`src/rtl/mux4_rr_arbiter_pkg.sv`:
```
`default_nettype none
// ============================================================================
// Module  : mux4_rr_arbiter_pkg
// Brief   : Shared definitions for the four-way round-robin mux arbiter:
//           state encodings, requester count and index-to-one-hot helper.
// Revision: 1.0 - initial release
// ============================================================================
package mux4_rr_arbiter_pkg;

  localparam int NREQ = 4;

  typedef enum logic [0:0] {
    ARB_IDLE = 1'b0,
    ARB_OWN  = 1'b1
  } arb_state_t;

  // Convert a 2-bit requester index into its one-hot grant vector.
  function automatic logic [NREQ-1:0] idx2onehot(input logic [1:0] idx);
    idx2onehot = 4'b0001 << idx;
  endfunction

endpackage
`default_nettype wire

```
`src/rtl/mux4_rr_arbiter_rr_pick4.sv`:
```
`default_nettype none
// ============================================================================
// Module  : rr_pick4
// Brief   : Combinational round-robin picker. Rotates req so that the slot
//           after 'last' sits at bit 0, priority-encodes the lowest set bit,
//           and maps the offset back to an absolute requester index.
// Revision: 1.0 - initial release
// ============================================================================
module rr_pick4 (
  input  logic [3:0] req,
  input  logic [1:0] last,
  output logic       any,
  output logic [1:0] win
);

  logic [1:0] w_base;
  logic [3:0] w_rot;
  logic [1:0] w_off;

  assign w_base = last + 2'd1;

  // Rotated view: w_rot[i] is the requester i places after the last owner.
  generate
    for (genvar i = 0; i < 4; i++) begin : g_rot
      assign w_rot[i] = req[w_base + 2'(i)];
    end
  endgenerate

  // Lowest set bit of the rotated vector is the closest requester after last.
  always_comb begin
    w_off = 2'd0;
    for (int i = 3; i >= 0; i--) begin
      if (w_rot[i]) w_off = 2'(i);
    end
  end

  assign any = |w_rot;
  assign win = w_base + w_off;

endmodule
`default_nettype wire

```
`src/rtl/mux4_rr_arbiter.sv`:
```
`default_nettype none
// ============================================================================
// Module  : mux4_rr_arbiter
// Brief   : Round-robin arbiter sharing one 4:1 datapath mux between four
//           requesters. Registers a one-hot grant plus the matching mux
//           select and holds ownership until the owner drops its request.
//           Optional macro MUX_ARB_TIMEOUT_EN bounds ownership to MAX_HOLD
//           cycles and adds a one-cycle 'timeout' pulse on forced release.
// Revision: 1.0 - initial release
// ============================================================================
module mux4_rr_arbiter
  import mux4_rr_arbiter_pkg::*;
#(
  parameter logic [1:0] RESET_LAST = 2'd3,
  parameter int         MAX_HOLD   = 16
) (
  input  logic       clk,
  input  logic       rst_n,
  input  logic [3:0] req,
  output logic [3:0] grant,
  output logic [1:0] sel,
  output logic       busy
`ifdef MUX_ARB_TIMEOUT_EN
  ,
  output logic       timeout
`endif
);

  generate
    if (MAX_HOLD < 1 || MAX_HOLD > 255) begin : g_hold_range_chk
      $error("MAX_HOLD must be within 1..255");
    end
  endgenerate

  arb_state_t r_state;
  arb_state_t w_state_nxt;
  logic [1:0] r_last;
  logic [1:0] w_last_nxt;
  logic [3:0] r_grant;
  logic [3:0] w_grant_nxt;
  logic       r_busy;
  logic       w_new_grant;
  logic       w_owner_req;
  logic       w_force;
  logic [3:0] w_search;
  logic       w_any;
  logic [1:0] w_win;

  assign w_owner_req = req[r_last];

`ifdef MUX_ARB_TIMEOUT_EN
  localparam logic [7:0] c_hold_lim = 8'(MAX_HOLD - 1);

  logic [7:0] r_hold_cnt;
  logic       r_timeout;

  assign w_force = (r_state == ARB_OWN) && w_owner_req && (r_hold_cnt == c_hold_lim);
`else
  assign w_force = 1'b0;
`endif

  // While owned, the current owner is excluded so a release always moves on.
  assign w_search = (r_state == ARB_OWN) ? (req & ~idx2onehot(r_last)) : req;

  rr_pick4 u_pick (
    .req  (w_search),
    .last (r_last),
    .any  (w_any),
    .win  (w_win)
  );

  // Next-state: hold, hand over without a bubble, or fall back to idle.
  always_comb begin
    w_state_nxt = r_state;
    w_last_nxt  = r_last;
    w_grant_nxt = r_grant;
    w_new_grant = 1'b0;
    case (r_state)
      ARB_IDLE: begin
        if (w_any) begin
          w_state_nxt = ARB_OWN;
          w_last_nxt  = w_win;
          w_grant_nxt = idx2onehot(w_win);
          w_new_grant = 1'b1;
        end
      end
      ARB_OWN: begin
        if (!(w_owner_req && !w_force)) begin
          if (w_any) begin
            w_last_nxt  = w_win;
            w_grant_nxt = idx2onehot(w_win);
            w_new_grant = 1'b1;
          end else begin
            w_state_nxt = ARB_IDLE;
            w_grant_nxt = 4'b0000;
          end
        end
      end
      default: begin
        w_state_nxt = ARB_IDLE;
        w_grant_nxt = 4'b0000;
      end
    endcase
  end

  // State, owner index and output registers.
  always_ff @(posedge clk or negedge rst_n) begin
    if (!rst_n) begin
      r_state <= ARB_IDLE;
      r_last  <= RESET_LAST;
      r_grant <= 4'b0000;
      r_busy  <= 1'b0;
    end else begin
      r_state <= w_state_nxt;
      r_last  <= w_last_nxt;
      r_grant <= w_grant_nxt;
      r_busy  <= (w_state_nxt == ARB_OWN);
    end
  end

`ifdef MUX_ARB_TIMEOUT_EN
  // Ownership age counter and forced-release pulse.
  always_ff @(posedge clk or negedge rst_n) begin
    if (!rst_n) begin
      r_hold_cnt <= 8'd0;
      r_timeout  <= 1'b0;
    end else begin
      r_timeout <= w_force;
      if (w_new_grant) begin
        r_hold_cnt <= 8'd0;
      end else if (r_state == ARB_OWN) begin
        r_hold_cnt <= r_hold_cnt + 8'd1;
      end
    end
  end

  assign timeout = r_timeout;
`endif

  // sel is the registered owner index; it only moves together with grant.
  assign grant = r_grant;
  assign sel   = r_last;
  assign busy  = r_busy;

endmodule
`default_nettype wire
```
`config.mk`:
```
export PLATFORM = sky130hd
export DESIGN_NAME = mux4_rr_arbiter
export DESIGN_NICKNAME = d
export VERILOG_FILES = /design/src/rtl/mux4_rr_arbiter_pkg.sv /design/src/rtl/mux4_rr_arbiter_rr_pick4.sv /design/src/rtl/mux4_rr_arbiter.sv
export SDC_FILE = /design/constraint.sdc
export NUM_CORES = 1
export LEC_CHECK = 0
export CAP_MARGIN = 20
export CELL_PAD_IN_SITES_DETAIL_PLACEMENT = 1
export CELL_PAD_IN_SITES_GLOBAL_PLACEMENT = 2
export CORE_ASPECT_RATIO = 1.5
export CORE_MARGIN = 2
export CORE_UTILIZATION = 26
export CTS_BUF_LIST = sky130_fd_sc_hd__clkbuf_16
export DETAILED_ROUTE_END_ITERATION = 12
export GPL_TIMING_DRIVEN = 0
export HOLD_SLACK_MARGIN = 0.06
export PLACE_DENSITY = 0.8
export SYNTH_ARGS = -nofsm -noshare
export SYNTH_HDL_FRONTEND = slang
export SYNTH_HIERARCHICAL = 1
export SYNTH_SLANG_ARGS = --single-unit
```
`constraint.sdc`:
```
create_clock -name clk -period 2.9 [get_ports clk]
set_input_delay 0.58 -clock clk [delete_from_list [all_inputs] [get_ports clk]]
set_output_delay 0.58 -clock clk [all_outputs]
set_load 0.01 [all_outputs]
```
==> flow_summary.ini <==
[run_status]
status = completed

[global_routing]
grt.total_usage = 0.135
pin_count_of_the_biggest_net_entering_global_routing = 9
gr-total-overflow = 0
first_pass_grt_wire_length_um = 2800
grt_pass1_vias = 624
grt_antenna_before_repair = 0

[logic_synthesis]
ys_warn_count = 6
synth.cell_area_um2 = 589
synth_top_family_by_area = compound AO/OA/AOI/OAI gates
compound_gate_portion_of_the_synthesized_area = 0.316
syn_area_per_cell_um2 = 9.51
synth_seq_area_share = 0.301
synth_simple_gate_area_frac = 0.212
yosysUniqueCellTypes = 32
synth-seq-cells = 7
postSynthNetCount = 69
synth_xor_xnor_area_share = 0.0446
syn_inst = 62
yosys.area_share.adder = 0.0212
synthMuxAreaShare = 0.0786

[hold_path]
hold-path-cell-count = 1
min-delay-path-class = reg -> reg

[detailed_routing]
wire_per_inst_um = 14.9
drt-pass1-iter-count = 3
drt.antenna.violating_nets = 0
detail_route.vias_per_cell = 5.34
drcViolationCount = 0
initialDrtViolationCount = 1
route.final.wire_length_um = 1610
via_count = 577

[floorplan]
core.rowCount = 21
initial_utilization = 0.270
core_area_um2 = 2180
die-height_um = 62.3
chipWidth_um = 42.9
io-pin-count = 13
die_area_um2 = 2670

[placed_design]
dpl.cell_count = 97
io_buffers = 12
dp.final_hpwl_um = 1080
placement.cell_area_um2 = 738
routabilityCongestion = 0.707

[timing]
max_freq_mhz = 363
final_clock_period_utilization_by_the_worst_path = 0.949
timing_worst_slew_pin_value_ps = 440
tns_ps = 0
timing.final.crit_period_ps = 2750
final-setup-viol-count = 0
timing.max_slew.rel_slack = 0.706
hold_violations = 0
grt_setup_unrepaired = false
final.setup_skew_ps = 0.325
report.final.slew_viol_count = 0

[setup_path]
worst_setup_path_end_kind = flip-flop
critical_path_peak_fanout = 6
critPathLaunchType = primary input
timing.rr.end = grant[0]
crit_path_frequent_cell = sky130_fd_sc_hd__xnor2_2
cp-startpoint = req[2]
crit_slowest_cell = sky130_fd_sc_hd__clkdlybuf4s50_1
r2r.worst_path.cells = 12
r2r-start = sel[1]
timing.critical_path.cells = clkdlybuf4s50_1 -> o21a_2 -> nand2b_1 -> a2bb2oi_1 -> o211ai_1 -> o21a_1 -> ha_1 -> xnor2_2 -> xnor2_2 -> xnor2_2 -> or3_1 -> o2bb2ai_2
max_stage_delay_ps = 480
required_ps = 3060
timing.reg2reg.setup_slack_ps = 170
setup.worst_path.class = in -> reg
worstPathArrival_ps = 2910
crit_path_end = grant[0]

[clocking]
tritoncts = built
number_of_buffers_on_the_longest_clock_path = 2
cts.root.buffer_cell = sky130_fd_sc_hd__clkbuf_16
cts_buffers = 3
cts_sinks = 7
clkLatencyLatePin_ps = 230
clk_transition_reported_paths_ps = 40
htree_num_levels = 1
hold_buffers = 0

[layout]
postLayoutCoreUtil = 0.422
final_net_count = 93
post_route_cells_drive_above_1_share = 0.341
layout.cell_area.non_filler_um2 = 920
area.growth.synth_to_final_pct = 56.1
final.fill_count = 255
final-instance-count-excl-fill = 108
num_antenna_cells = 0

[job]
max_cap_violations = 0

[pwr]
leakagePower_nw = 0.393
vdd.ir_drop.worst_mv = 0.497
power.density_cell_area_nw_per_um2 = 1450
logic make-up after synthesis:
kind of cell             Yosys count
flip-flops                         7
XOR/XNOR                           3
buffers and inverters              4
adder cells (fa/ha/maj)            1
AND/OR/NAND/NOR                   21
multiplexers                       4
AO/OA/AOI/OAI                     22
final cells by class:
class / instances / area, µm² / area share
inverter: 4 / 15.0 / 0.0163
clock buffer: 3 / 75.1 / 0.0816
timing repair buffer: 19 / 175 / 0.190
clock inverter: 1 / 3.75 / 0.00408
sequential: 7 / 178 / 0.193
tap: 23 / 28.8 / 0.0313
multi-input combinational: 51 / 444 / 0.483
critical path, delay by kind of cell:
family	cells	cell delay [ps]
buf+inv	1	480
simple gates	2	440
xor+xnor	3	480
fa+ha+maj	1	200
compound gates	5	720
layout by cell type, fill, tap and decap left out, types with 2 or more instances in the layout:
cell type	n
sky130_fd_sc_hd__o2bb2ai_1	3
sky130_fd_sc_hd__a2bb2oi_1	2
sky130_fd_sc_hd__dfstp_2	2
sky130_fd_sc_hd__clkbuf_16	3
sky130_fd_sc_hd__clkdlybuf4s50_1	11
sky130_fd_sc_hd__inv_1	4
sky130_fd_sc_hd__nand2b_1	4
sky130_fd_sc_hd__nand2_1	4
sky130_fd_sc_hd__nor2b_1	2
sky130_fd_sc_hd__xnor2_2	3
sky130_fd_sc_hd__mux2i_1	2
sky130_fd_sc_hd__a21oi_1	2
sky130_fd_sc_hd__buf_4	7
sky130_fd_sc_hd__nand3b_1	2
sky130_fd_sc_hd__o21a_1	2
sky130_fd_sc_hd__dfrtp_1	5
sky130_fd_sc_hd__o22ai_1	2
metal layers:
layer	vias up	GRT usage	part of all wire
met1	283	0.170	0.44
met3	2	0.0262	0.030
met5	-	0	0
li1	278	-	-
met4	0	0.0703	0.0087
met2	14	0.212	0.52
where the power goes:
part | switching [mW] | leakage, nW | internal (mW) | total [mW]
sequential | 0.0297 | 0.0828 | 0.155 | 0.184
clock | 0.0560 | 0.0423 | 0.180 | 0.236
combinational | 0.455 | 0.268 | 0.458 | 0.913
total | 0.541 | 0.393 | 0.792 | 1.33
metrics by stage:
stage | worst slack [ps] | hold WS, ps | total power [mW]
final | 147 | 489 | 1.33
after global placement | -624 | 478 | 0.914
after global routing | 0.981 | 509 | 1.45
after floorplan | 61.5 | 284 | 0.735
after detailed placement | -673 | 473 | 0.924
after CTS | 11.3 | 493 | 1.25
Yosys cell counts (all sizes together):
| library cell | count | area share |
|---|---|---|
| o21a | 3 | 0.038 |
| mux2 | 2 | 0.045 |
| dfrtp | 5 | 0.21 |
| ha | 1 | 0.021 |
| a2bb2oi | 2 | 0.030 |
| a21oi | 3 | 0.025 |
| o211ai | 2 | 0.034 |
| nor3 | 1 | 0.0085 |
| a21boi | 2 | 0.025 |
| or2 | 1 | 0.011 |
| nor2 | 1 | 0.0064 |
| nand2 | 4 | 0.025 |
| o2bb2ai | 4 | 0.059 |
| nand2b | 4 | 0.042 |
| o22ai | 3 | 0.042 |
| o311ai | 1 | 0.028 |
| mux2i | 2 | 0.034 |
| nor2b | 3 | 0.032 |
| nand3 | 2 | 0.025 |
| dfstp | 2 | 0.089 |
| or3 | 1 | 0.011 |
| or4 | 1 | 0.013 |
| o221ai | 1 | 0.025 |
| xnor2 | 3 | 0.045 |
| o21ai | 1 | 0.0085 |
| and2b | 1 | 0.013 |
| inv | 4 | 0.025 |
| nand3b | 2 | 0.025 |
worst min-delay path by stage:
| stage | end | slack (ps) | from |
|---|---|---|---|
| 2_1_floorplan | busy | 280 | rst_n |
| 3_3_place_gp | grant[0] | 480 | grant[0] |
| 3_5_place_dp | grant[0] | 470 | grant[0] |
| 4_1_cts | grant[0] | 490 | grant[0] |
| 5_1_grt | grant[1] | 510 | grant[1] |
| 6_report | grant[1] | 490 | grant[1] |
state kept, by name (all words and copies together) (netlist names):
name,flops
grant,4
busy,1
sel,2
what timing repair did:
item,CTS,global route
setup endpoints to repair,5,5
gates resized for setup,4,8
pin swaps,0,4
endpoints found under the hold margin,0,0
setup buffers,7,0
No activity file was read; power rests on OpenSTA's default activity.
